--- config.mk ---
export PLATFORM = sky130hd
export DESIGN_NAME = fprenorm_flat
export DESIGN_NICKNAME = d
export VERILOG_FILES = /design/src/rtl/fprenorm_pkg.sv /design/src/rtl/fprenorm_if.sv /design/src/rtl/fprenorm_lzc.sv /design/src/rtl/fprenorm.sv /design/src/flat_wrapper.sv
export SDC_FILE = /design/constraint.sdc
export NUM_CORES = 1
export LEC_CHECK = 0
export BUFFER_PORTS_ARGS = -buffer_cell sky130_fd_sc_hd__buf_2
export CORE_MARGIN = 2
export CORE_UTILIZATION = 50
export DETAILED_ROUTE_END_ITERATION = 8
export PLACE_DENSITY = 0.76
export SYNTH_ARGS = -nofsm -noshare
export SYNTH_HDL_FRONTEND = slang
export SYNTH_SLANG_ARGS = --single-unit
--- constraint.sdc ---
create_clock -name clk -period 3.25 [get_ports clk]
set_input_delay 0.325 -clock clk [delete_from_list [all_inputs] [get_ports clk]]
set_output_delay 0.325 -clock clk [all_outputs]
set_load 0.03 [all_outputs]
--- src/rtl/fprenorm_pkg.sv ---
// Shared FPU configuration for the left-normalizer: format widths, FSM state type
// and the result payload carried to the divsqrt/FMA front ends.
package fprenorm_pkg;

    localparam int unsigned NF    = 52;
    localparam int unsigned NE    = 11;
    localparam int unsigned STEP  = 4;
    localparam int unsigned MW    = NF + 1;
    localparam int unsigned EW    = NE + 2;
    localparam int unsigned LOGNF = $clog2(NF + 1);
    localparam int unsigned LZW   = $clog2(STEP + 1);

    typedef enum logic [1:0] {
        IDLE,
        SHIFT,
        DONE
    } stateT;

    typedef struct packed {
        logic [MW-1:0]    m;
        logic [EW-1:0]    e;
        logic             zero;
        logic [LOGNF-1:0] shift;
    } resultT;

    // Subnormals share the exponent of the smallest normal before shifting.
    function automatic logic [EW-1:0] unpackExp(input logic [NE-1:0] e);
        return (e == '0) ? EW'(1) : EW'(e);
    endfunction

endpackage

--- src/rtl/fprenorm_if.sv ---
// Operand/result handshake bundle between unpack (master) and the normalizer (slave).
interface fprenorm_if;
    import fprenorm_pkg::*;

    logic             Flush;
    logic             InValid;
    logic             InReady;
    logic [MW-1:0]    InM;
    logic [NE-1:0]    InE;
    logic             OutValid;
    logic             OutReady;
    logic [MW-1:0]    OutM;
    logic [EW-1:0]    OutE;
    logic             OutZero;
    logic [LOGNF-1:0] OutShift;

    modport master (
        output Flush, InValid, InM, InE, OutReady,
        input  InReady, OutValid, OutM, OutE, OutZero, OutShift
    );

    modport slave (
        input  Flush, InValid, InM, InE, OutReady,
        output InReady, OutValid, OutM, OutE, OutZero, OutShift
    );

endinterface

--- src/rtl/fprenorm_lzc.sv ---
// Leading-zero counter over a W-bit window; all-zero input reports W.
module fprenorm_lzc #(
    parameter  int unsigned W  = 4,
    localparam int unsigned ZW = $clog2(W + 1)
) (
    input  logic [W-1:0]  a,
    output logic [ZW-1:0] z
);

    // Scanning upward lets the highest set bit win.
    always_comb begin
        z = ZW'(W);
        for (int i = 0; i < int'(W); i++) begin
            if (a[i]) begin
                z = ZW'(int'(W) - 1 - i);
            end
        end
    end

endmodule

--- src/rtl/fprenorm.sv ---
// Iterative left-normalizer: shifts subnormal significands up to STEP bits per cycle
// until the leading one reaches the MSB, tracking exponent and total shift.
module fprenorm
    import fprenorm_pkg::*;
(
    input  logic       clk,
    input  logic       reset,
    fprenorm_if.slave  io
);

    stateT          state;
    resultT         res;
    logic           outValid;
    logic           accept;
    logic [LZW-1:0] lz;

    fprenorm_lzc #(.W(STEP)) uLzc (
        .a (res.m[NF -: STEP]),
        .z (lz)
    );

    assign io.InReady  = (state == IDLE) & ~reset;
    assign accept      = io.InValid & io.InReady & ~io.Flush;

    assign io.OutValid = outValid;
    assign io.OutM     = res.m;
    assign io.OutE     = res.e;
    assign io.OutZero  = res.zero;
    assign io.OutShift = res.shift;

    // Flush outranks every transition; the result register keeps its stale value.
    always_ff @(posedge clk) begin
        if (reset) begin
            state    <= IDLE;
            outValid <= 1'b0;
            res      <= '0;
        end else if (io.Flush) begin
            state    <= IDLE;
            outValid <= 1'b0;
        end else begin
            case (state)
                IDLE: begin
                    if (accept) begin
                        res.shift <= '0;
                        if (io.InM == '0) begin
                            res.m    <= '0;
                            res.e    <= '0;
                            res.zero <= 1'b1;
                            state    <= DONE;
                            outValid <= 1'b1;
                        end else begin
                            res.m    <= io.InM;
                            res.e    <= unpackExp(io.InE);
                            res.zero <= 1'b0;
                            if (io.InM[NF]) begin
                                state    <= DONE;
                                outValid <= 1'b1;
                            end else begin
                                state <= SHIFT;
                            end
                        end
                    end
                end
                SHIFT: begin
                    res.m     <= res.m << lz;
                    res.e     <= res.e - EW'(lz);
                    res.shift <= res.shift + LOGNF'(lz);
                    // A partial window means the leading one lands at the MSB this cycle.
                    if (lz != LZW'(STEP)) begin
                        state    <= DONE;
                        outValid <= 1'b1;
                    end
                end
                DONE: begin
                    if (io.OutReady) begin
                        state    <= IDLE;
                        outValid <= 1'b0;
                    end
                end
                default: begin
                    state    <= IDLE;
                    outValid <= 1'b0;
                end
            endcase
        end
    end

endmodule

--- src/flat_wrapper.sv ---
// flat-port wrapper written by rule: the top's interface ports become plain ports
module fprenorm_flat import fprenorm_pkg::*;
  (clk, reset, io_Flush, io_InValid, io_InM, io_InE, io_OutReady, io_InReady, io_OutValid, io_OutM, io_OutE, io_OutZero, io_OutShift);
  fprenorm_if io_i ();
  input  logic clk;
  input  logic reset;
  input wire logic [$bits(io_i.Flush)-1:0] io_Flush;
  input wire logic [$bits(io_i.InValid)-1:0] io_InValid;
  input wire logic [$bits(io_i.InM)-1:0] io_InM;
  input wire logic [$bits(io_i.InE)-1:0] io_InE;
  input wire logic [$bits(io_i.OutReady)-1:0] io_OutReady;
  output wire logic [$bits(io_i.InReady)-1:0] io_InReady;
  output wire logic [$bits(io_i.OutValid)-1:0] io_OutValid;
  output wire logic [$bits(io_i.OutM)-1:0] io_OutM;
  output wire logic [$bits(io_i.OutE)-1:0] io_OutE;
  output wire logic [$bits(io_i.OutZero)-1:0] io_OutZero;
  output wire logic [$bits(io_i.OutShift)-1:0] io_OutShift;
  assign io_i.Flush = io_Flush;
  assign io_i.InValid = io_InValid;
  assign io_i.InM = io_InM;
  assign io_i.InE = io_InE;
  assign io_i.OutReady = io_OutReady;
  assign io_InReady = io_i.InReady;
  assign io_OutValid = io_i.OutValid;
  assign io_OutM = io_i.OutM;
  assign io_OutE = io_i.OutE;
  assign io_OutZero = io_i.OutZero;
  assign io_OutShift = io_i.OutShift;
  fprenorm u_core (.clk(clk), .reset(reset), .io(io_i));
endmodule
## Word-level counts from Yosys, hierarchy flattened

Cells that the tools add are included.

| word-level totals | value |
|---|---|
| register bits after elaboration | 76 |
| bits of input ports | 69 |
| output and inout port bits | 75 |
| word-level logic and storage cells | 51 |

| cells by class | value |
|---|---|
| $add $sub $neg | 2 |
| eq/ne operators | 7 |
| shift-type cells | 1 |
| mux-type cells | 21 |
| bitwise logic cells | 5 |
| reduce and logical (&&, ||, !) cells | 9 |

Operator list:

| operator | count |
|---|---|
| 66-bit case mux with 2 select lines | 1 |
| 73-bit two-way mux | 1 |
| 67-bit two-way mux | 1 |
| 53-bit logical NOT | 1 |
| 53-bit by 3-bit << shifter with 53-bit output | 1 |
| 13-bit by 3-bit subtractor with 13-bit output | 1 |
| 3-bit two-way mux | 4 |
| 6-bit case mux with 2 select lines | 1 |
| 11-bit logical NOT | 1 |
| 11-bit two-way mux | 1 |
| 2-bit two-way mux | 5 |
| 3-bit AND reduction | 3 |
| 6-bit by 3-bit adder with 6-bit output | 1 |
| 3-bit inequality test, second input constant | 2 |
| 2-bit case mux with 3 select lines | 1 |
| 1-bit two-way mux | 5 |
| 2-bit by 1-bit inequality test with 1-bit output, second input constant | 2 |
| 4-bit AND reduction | 1 |
| 1-bit bitwise AND | 3 |
| 1-bit case mux with 3 select lines | 1 |
| 2-bit by 1-bit equality test with 1-bit output, second input constant | 1 |
| 2-bit equality test, second input constant | 1 |
| 2-bit logical NOT | 1 |
| 2-bit inequality test, second input constant | 1 |
| 3 further kinds | 4 |

## Longest topological paths before layout

Gate-level depths: netlist of run 1.

| depth | value |
|---|---|
| word-level depth | 7 |
| mapped depth | 12 |
| depth with buffers taken out | 10 |

## Cells and area by module

Synthesis of run 1 repeated with hierarchy kept, for this count alone.

| unflattened totals | value |
|---|---|
| cells, all modules | 609 |
| area, all modules | 5178.7 um^2 |

Modules (own cells, without submodules):

| module | instances | cells an instance | area each (um^2) | sequential area each (um^2) |
|---|---|---|---|---|
| fprenorm | 1 | 603 | 5142.4 | 1521.5 |
| fprenorm_lzc | 1 | 6 | 36.3 | 0.0 |

## Worst setup path before layout of run 1

No wires, ideal clock.

| timing path | value |
|---|---|
| kind | reg-to-reg |
| start point | register u_core.res (netlist bit u_core.io.OutM[52]) |
| end point | register u_core.res (netlist bit u_core.io.OutE[10]) |
| setup time | 0.074 ns |
| arrival time | 3.002 ns |
| slack | 0.173 ns |
| cell stages (with the launch flop) | 9 |
| path buffers | 2 |
| clock period less this slack | 3.077 ns |
| cells stage by stage | dfxtp_1 -> clkbuf_1 -> or4_1 -> buf_2 -> ha_1 -> nor3_1 -> or4b_4 -> or4_1 -> a31oi_1 |

| between the ends | value |
|---|---|
| word-level cells in the longest chain between the ends | 3 |

RTL lines:

| what | line | RTL |
|---|---|---|
| from (decl) | fprenorm.sv:12 | `resultT res;` |
| 3-bit two-way mux | fprenorm_lzc.sv:14 | `if (a[i]) begin` |
| 13-bit by 3-bit subtractor with 13-bit output | fprenorm.sv:66 | `res.e <= res.e - EW'(lz);` |
| 66-bit case mux with 2 select lines | fprenorm.sv:41 | `case (state)` |

Every way passes these cells.
A chain may end at the register's enable or synchronous reset.

## Final worst setup path of run 1

Ends and elaborated chain as after synthesis.

==> impl_metrics.json, run 1 <==
{
  "hold_viol_final": 0,
  "start_util": 0.511,
  "cts.sinks": 76,
  "dp_hpwl_um": 14800,
  "syn_area_per_cell_um2": 7.59,
  "io_pins": 144,
  "run_status": "complete, no violations",
  "clock_latency_ns": 0.38,
  "tightest_slew_ns": 0.942,
  "nets": 914,
  "die_h_um": 109,
  "async_reset_ff_frac": 0,
  "coreArea_um2": 10800,
  "yosys_warnings": 0,
  "drive_above_1_share": 0.270,
  "die_area_um2": 11900,
  "numPortBuffers": 143,
  "path_clk_slew_ns": 0.08,
  "irDropWorstVdd_v": 0.000267,
  "syn_nets": 804,
  "antenna_cells": 0,
  "hp-class": "input port to register",
  "cp-start-kind": "register",
  "p_leak_nw": 2.60,
  "powerDensity_nw_per_um2": 413,
  "synth.cell_area_um2": 5520,
  "wire_per_inst_um": 22.0,
  "overflow": 0,
  "rsz0062_at_grt": "no",
  "synthTopCellsByArea": "dfxtp_1 (28%), o21ai_0 (5.4%), mux2_2 (4.7%), a21oi_1 (4.4%), nand2_1 (4.3%)",
  "cp_common_cell": "or4_1",
  "yosysUniqueCellTypes": 71,
  "multiInputGateArea_um2": 3670,
  "nFillCells": 993,
  "slew_headroom": 0.371,
  "cts-root-buf": "clkbuf_8",
  "maxCapViolCount": 0,
  "antenna_found_initial": 0,
  "maxSlewViolCount": 0,
  "htreeDepth": 3,
  "synth_edf_count": 0,
  "crit_slowest_cell": "or4_1",
  "worst-r2r-setup-slack_ns": 0.47,
  "synth_top_area_frac": 0.276,
  "rows": 38,
  "ys_ff_latch": 76,
  "antenna_left": 0,
  "die_w_um": 109,
  "cpPeakStageDelay_ns": 0.63,
  "first_iter_violations": 1048,
  "crit_path_end_kind": "register",
  "ys_seq_area_frac": 0.276,
  "cts_buffers": 9,
  "synth_most_common_cell": "dfxtp_1",
  "arrival_ns": 3.09,
  "cts_resized": 0,
  "cts_buffer_depth": 2,
  "avgViaCountPerCell": 6.97,
  "setup_viol_count_final": 0,
  "ys_top_cells_by_count": "dfxtp_1 (76), nand2_1 (63), nor2_1 (59), o21ai_0 (59), clkbuf_1 (50)",
  "period_needed_ns": 2.78,
  "whs_ns": 0.165,
  "cp_max_fo": 14,
  "fmaxAchievable_mhz": 360,
  "crit_type": "register to register",
  "path_cells": "or4_1, ha_1, nor2b_1, or4b_4, or4_1, a31oi_1",
  "synth_ff_type": "dfxtp_1",
  "post_cts_buffers": 0,
  "grt_usage": 0.364,
  "crit_required_ns": 3.56,
  "seq_area_um2": 1520,
  "place.gp.congestion": 1.01,
  "wirelength_um": 21600,
  "area_growth_pct": 18.7,
  "yosys.area.top_type": "dfxtp_1",
  "cts_hold_buf": 0,
  "drc_errors": 0,
  "dr_total_vias": 6835,
  "fin_crit_sh": 0.854,
  "cts_tree": "built",
  "finClkSkew_ns": 0.00781,
  "synthCells": 727,
  "grt_pass1_vias": 6294,
  "grt_pass1_wl_um": 33700,
  "drt_pre_antenna_iters": 6,
  "tns_ns": 0,
  "grt_max_degree": 66
}
-- registers in the layout, indices dropped and copies added (netlist names) --
name and count:
u_core.io.OutValid 1, u_core.io.OutZero 1, u_core.io.OutShift 6, u_core.io.OutE 13, u_core.io.OutM 53, u_core.state 2
-- critical path: cells and delay by family (launching register included) --
| kind | cells | cell delay [ns] |
|---|---|---|
| simple gates | 4 | 1.73 |
| flops | 1 | 0.47 |
| compound gates | 1 | 0.16 |
| fa+ha+maj | 1 | 0.35 |
-- area by class of cell --
class                   instances  area share
well taps                     140      0.0267
clock buffers                  13      0.0227
inverters                      13     0.00745
clock inverters                 2     0.00535
repair buffers                173       0.146
flip-flops and latches         76       0.232
multi-input cells             564       0.560
-- cells by family (layout without fill, tap and decap cells) --
group,after synthesis,after routing,synth area share
DFF,76,76,0.276
buffers and inverters,87,201,0.0646
muxes,26,26,0.0524
AOI/OAI and AO/OA,299,299,0.376
and+or+nand+nor,224,224,0.199
adders and majority gates,8,8,0.0209
xor gates and xnor gates,7,7,0.0111
-- power by group --
part           internal [mW]  switching, mW  total [mW]
clock                  0.372          0.379       0.751
combinational          0.311          0.557       0.868
sequential             0.987         0.0981        1.08
-- final timing paths --
path / from / to / depth (start not counted)
hold reg to reg: u_core.io.OutZero / u_core.io.OutZero / 2
hold / removal: io_InM[17] / u_core.io.OutM[17] / 2
setup / recovery: u_core.io.OutM[52] / u_core.io.OutE[10] / 6
setup reg to reg: u_core.io.OutM[52] / u_core.io.OutE[10] / 6
-- through the flow --
step                      worst slack (ns)  cell area [µm²]  utilization  instances  power (mW)
after floorplan                      0.173             5520            -        727        1.65
after global placement               0.564             6370        0.590        966        1.93
after detailed placement             0.517             6370        0.590        966        1.95
after CTS                            0.504             6550        0.607        981        2.67
after global routing                 0.346             6550        0.607        981        2.81
final                                0.474             6550        0.607        981        2.70
-- placed cells by master (no fill, tap or decap), drive strengths merged, types with 13 or more instances in the layout --
cell / instances
dfxtp: 76
o221ai: 16
nor2: 60
mux2: 23
nor4: 20
nor3: 16
a31oi: 23
nand3: 17
a221oi: 24
buf: 173
o21ai: 62
clkbuf: 13
a22oi: 14
nand2: 63
a21oi: 49
a22o: 18
-- routing by layer --
layer / wire (µm) / vias to the layer above / global-route usage
met5: 0 / - / 0
met1: 8800 / 3217 / 0.501
li1: - / 3032 / -
met2: 9600 / 525 / 0.551
met3: 2530 / 61 / 0.0669
met4: 631 / 0 / 0.167
(Power assumes the default switching activity.)
==> inputs of run 2 (changes only) <==
- HOLD_SLACK_MARGIN: unset -> 0.02
- PLACE_DENSITY: 0.76 -> unset
- PLACE_DENSITY_LB_ADDON: unset -> 0.3
==> run 2 against run 1 <==
  * Sequential cell count is the same
  * Utilization rose by 0.39 points
  * Design area up 0.65%
  * Sequential power barely moved
  * Sequential share of layout area down 0.15 points
  * Global-route usage fell by 0.39 points
  * Via count increased by 1.8%
  * Non-clock buffer count shrank 4
  * Count of clock-buffer cells in the layout unchanged
  * First-iteration DRC count down 3.6%
  * Highest routed layer unchanged
==> impl_metrics.json, run 2 (synthesized netlist as in run 1, its figures left out) <==
{
  "cts_resized": 0,
  "dr_total_vias": 6955,
  "cts.sinks": 76,
  "hold_path_end": "u_core.io.OutM[22]",
  "power.share.clock": 0.332,
  "finClkSkew_ns": 0.00967,
  "layout_common_cells": "buf_2 (143), dfxtp_1 (76), nand2_1 (63), nor2_1 (59), o21ai_0 (59)",
  "antenna_left": 0,
  "switching_share": 0.354,
  "htreeDepth": 3,
  "slew_headroom": 0.199,
  "worst-r2r-setup-slack_ns": 0.44,
  "crit_type": "register to register",
  "nets": 910,
  "dp_cells": 962,
  "top_layer": "met4",
  "drc_errors": 0,
  "rows": 38,
  "wl_met2_um": 9570,
  "crit_path_end_kind": "register",
  "grt_usage": 0.360,
  "dr_wl_met3_um": 2700,
  "r2r_cells": 11,
  "cts_buffer_depth": 2,
  "hp-class": "input port to register",
  "worst_r2r_endpoint": "u_core.io.OutE[6]",
  "p_switching_mw": 1.03,
  "stdcell_count": 978,
  "worstHoldPathCells": 2,
  "die_area_um2": 11900,
  "fin_area_um2": 6590,
  "r2r-start": "u_core.io.OutM[52]",
  "whs_ns": 0.165,
  "wire_per_inst_um": 22.0,
  "overflow": 0,
  "post_cts_buffers": 0,
  "place.gp.congestion": 1.02,
  "wl_met1_um": 8470,
  "grt_pass1_wl_um": 33500,
  "wirelength_um": 21500,
  "grt_pass1_vias": 6340,
  "antenna_cells": 0,
  "nFillCells": 979,
  "cp-start-kind": "register",
  "numPortBuffers": 143,
  "cts-root-buf": "clkbuf_8",
  "cts_tree": "built",
  "clock_latency_ns": 0.38,
  "dp_hpwl_um": 14500,
  "cts_buffers": 9,
  "setup_viol_count_final": 0,
  "cts_hold_buf": 0,
  "largest_reg_flops": 53,
  "internal_power_mw": 1.89,
  "crit_required_ns": 3.50,
  "place_area_um2": 6320,
  "drt_pre_antenna_iters": 6,
  "period_needed_ns": 2.81,
  "maxSlewViolCount": 0,
  "first_iter_violations": 1010,
  "hold_viol_final": 0,
  "die_h_um": 109,
  "coreArea_um2": 10800,
  "grt_max_degree": 63,
  "fin_crit_sh": 0.865,
  "start_util": 0.511,
  "cp_max_fo": 37,
  "powerDensity_nw_per_um2": 443,
  "hold_path.startpoint": "io_InM[22]",
  "fmaxAchievable_mhz": 356,
  "io_pins": 144,
  "power_frac_comb": 0.297,
  "avgViaCountPerCell": 7.11,
  "postLayoutCoreUtil": 0.611,
  "drive_above_1_share": 0.271,
  "rsz0062_at_grt": "no",
  "path_clk_slew_ns": 0.08,
  "tns_ns": 0,
  "irDropWorstVdd_v": 0.000370,
  "maxCapViolCount": 0,
  "tightest_slew_ns": 1.20,
  "arrival_ns": 3.06,
  "p_seq_frac": 0.371,
  "p_leak_nw": 2.62,
  "antenna_found_initial": 1,
  "area_growth_pct": 19.5,
  "run_status": "complete, no violations",
  "die_w_um": 109,
  "layout_commonest_cell": "buf_2"
}
==> run 2: area by class of cell <==
type	count	area (µm²)	area share
clock buffers	13	179	0.0271
clock inverters	3	90.1	0.0137
inverters	13	48.8	0.00740
multi-input cells	564	3670	0.556
flip-flops and latches	76	1520	0.231
well taps	140	175	0.0266
repair buffers	169	911	0.138
==> run 2: critical path, cell delays in order (launching register included) <==
cell and delay [ns]:
dfxtp_1 0.34, buf_4 0.37, inv_1 0.13, o21ai_2 0.09, inv_1 0.16, ha_1 0.26, fa_1 0.44, nand2b_1 0.19
nand3b_1 0.11, mux2_2 0.33, a22oi_1 0.15, o2bb2ai_1 0.11
==> run 2: routing by layer <==
layer / up-vias / GRT usage
li1: 3025 / -
met1: 3265 / 0.475
met2: 579 / 0.568
met3: 86 / 0.0687
met4: 0 / 0.167
met5: - / 0
==> run 2: power by group through the flow <==
stage	Clock, mW	Sequential, mW	Combinational (mW)
after floorplan	0	1.18	0.466
after global placement	0	1.10	0.823
after detailed placement	0	1.10	0.838
after CTS	0.975	1.08	0.842
after global routing	1.01	1.09	0.924
final	0.970	1.09	0.866
==> run 2: how the worst max path moves through the flow <==
stage / start / to / slack [ns]
final: u_core.io.OutM[52] / u_core.io.OutE[6] / 0.44
after global routing: u_core.io.OutM[52] / u_core.io.OutE[6] / 0.30
after CTS: u_core.io.OutM[52] / u_core.io.OutE[6] / 0.51
after detailed placement: u_core.io.OutM[52] / u_core.io.OutE[6] / 0.52
after global placement: io_InM[29] / u_core.io.OutM[8] / 0.60
after floorplan: u_core.io.OutM[52] / u_core.io.OutE[10] / 0.17
==> run 2: per-stage QoR <==
step	setup WS, ns	power (mW)
2_1_floorplan	0.173	1.65
3_3_place_gp	0.603	1.92
3_5_place_dp	0.519	1.94
4_1_cts	0.507	2.90
5_1_grt	0.300	3.03
6_report	0.440	2.92
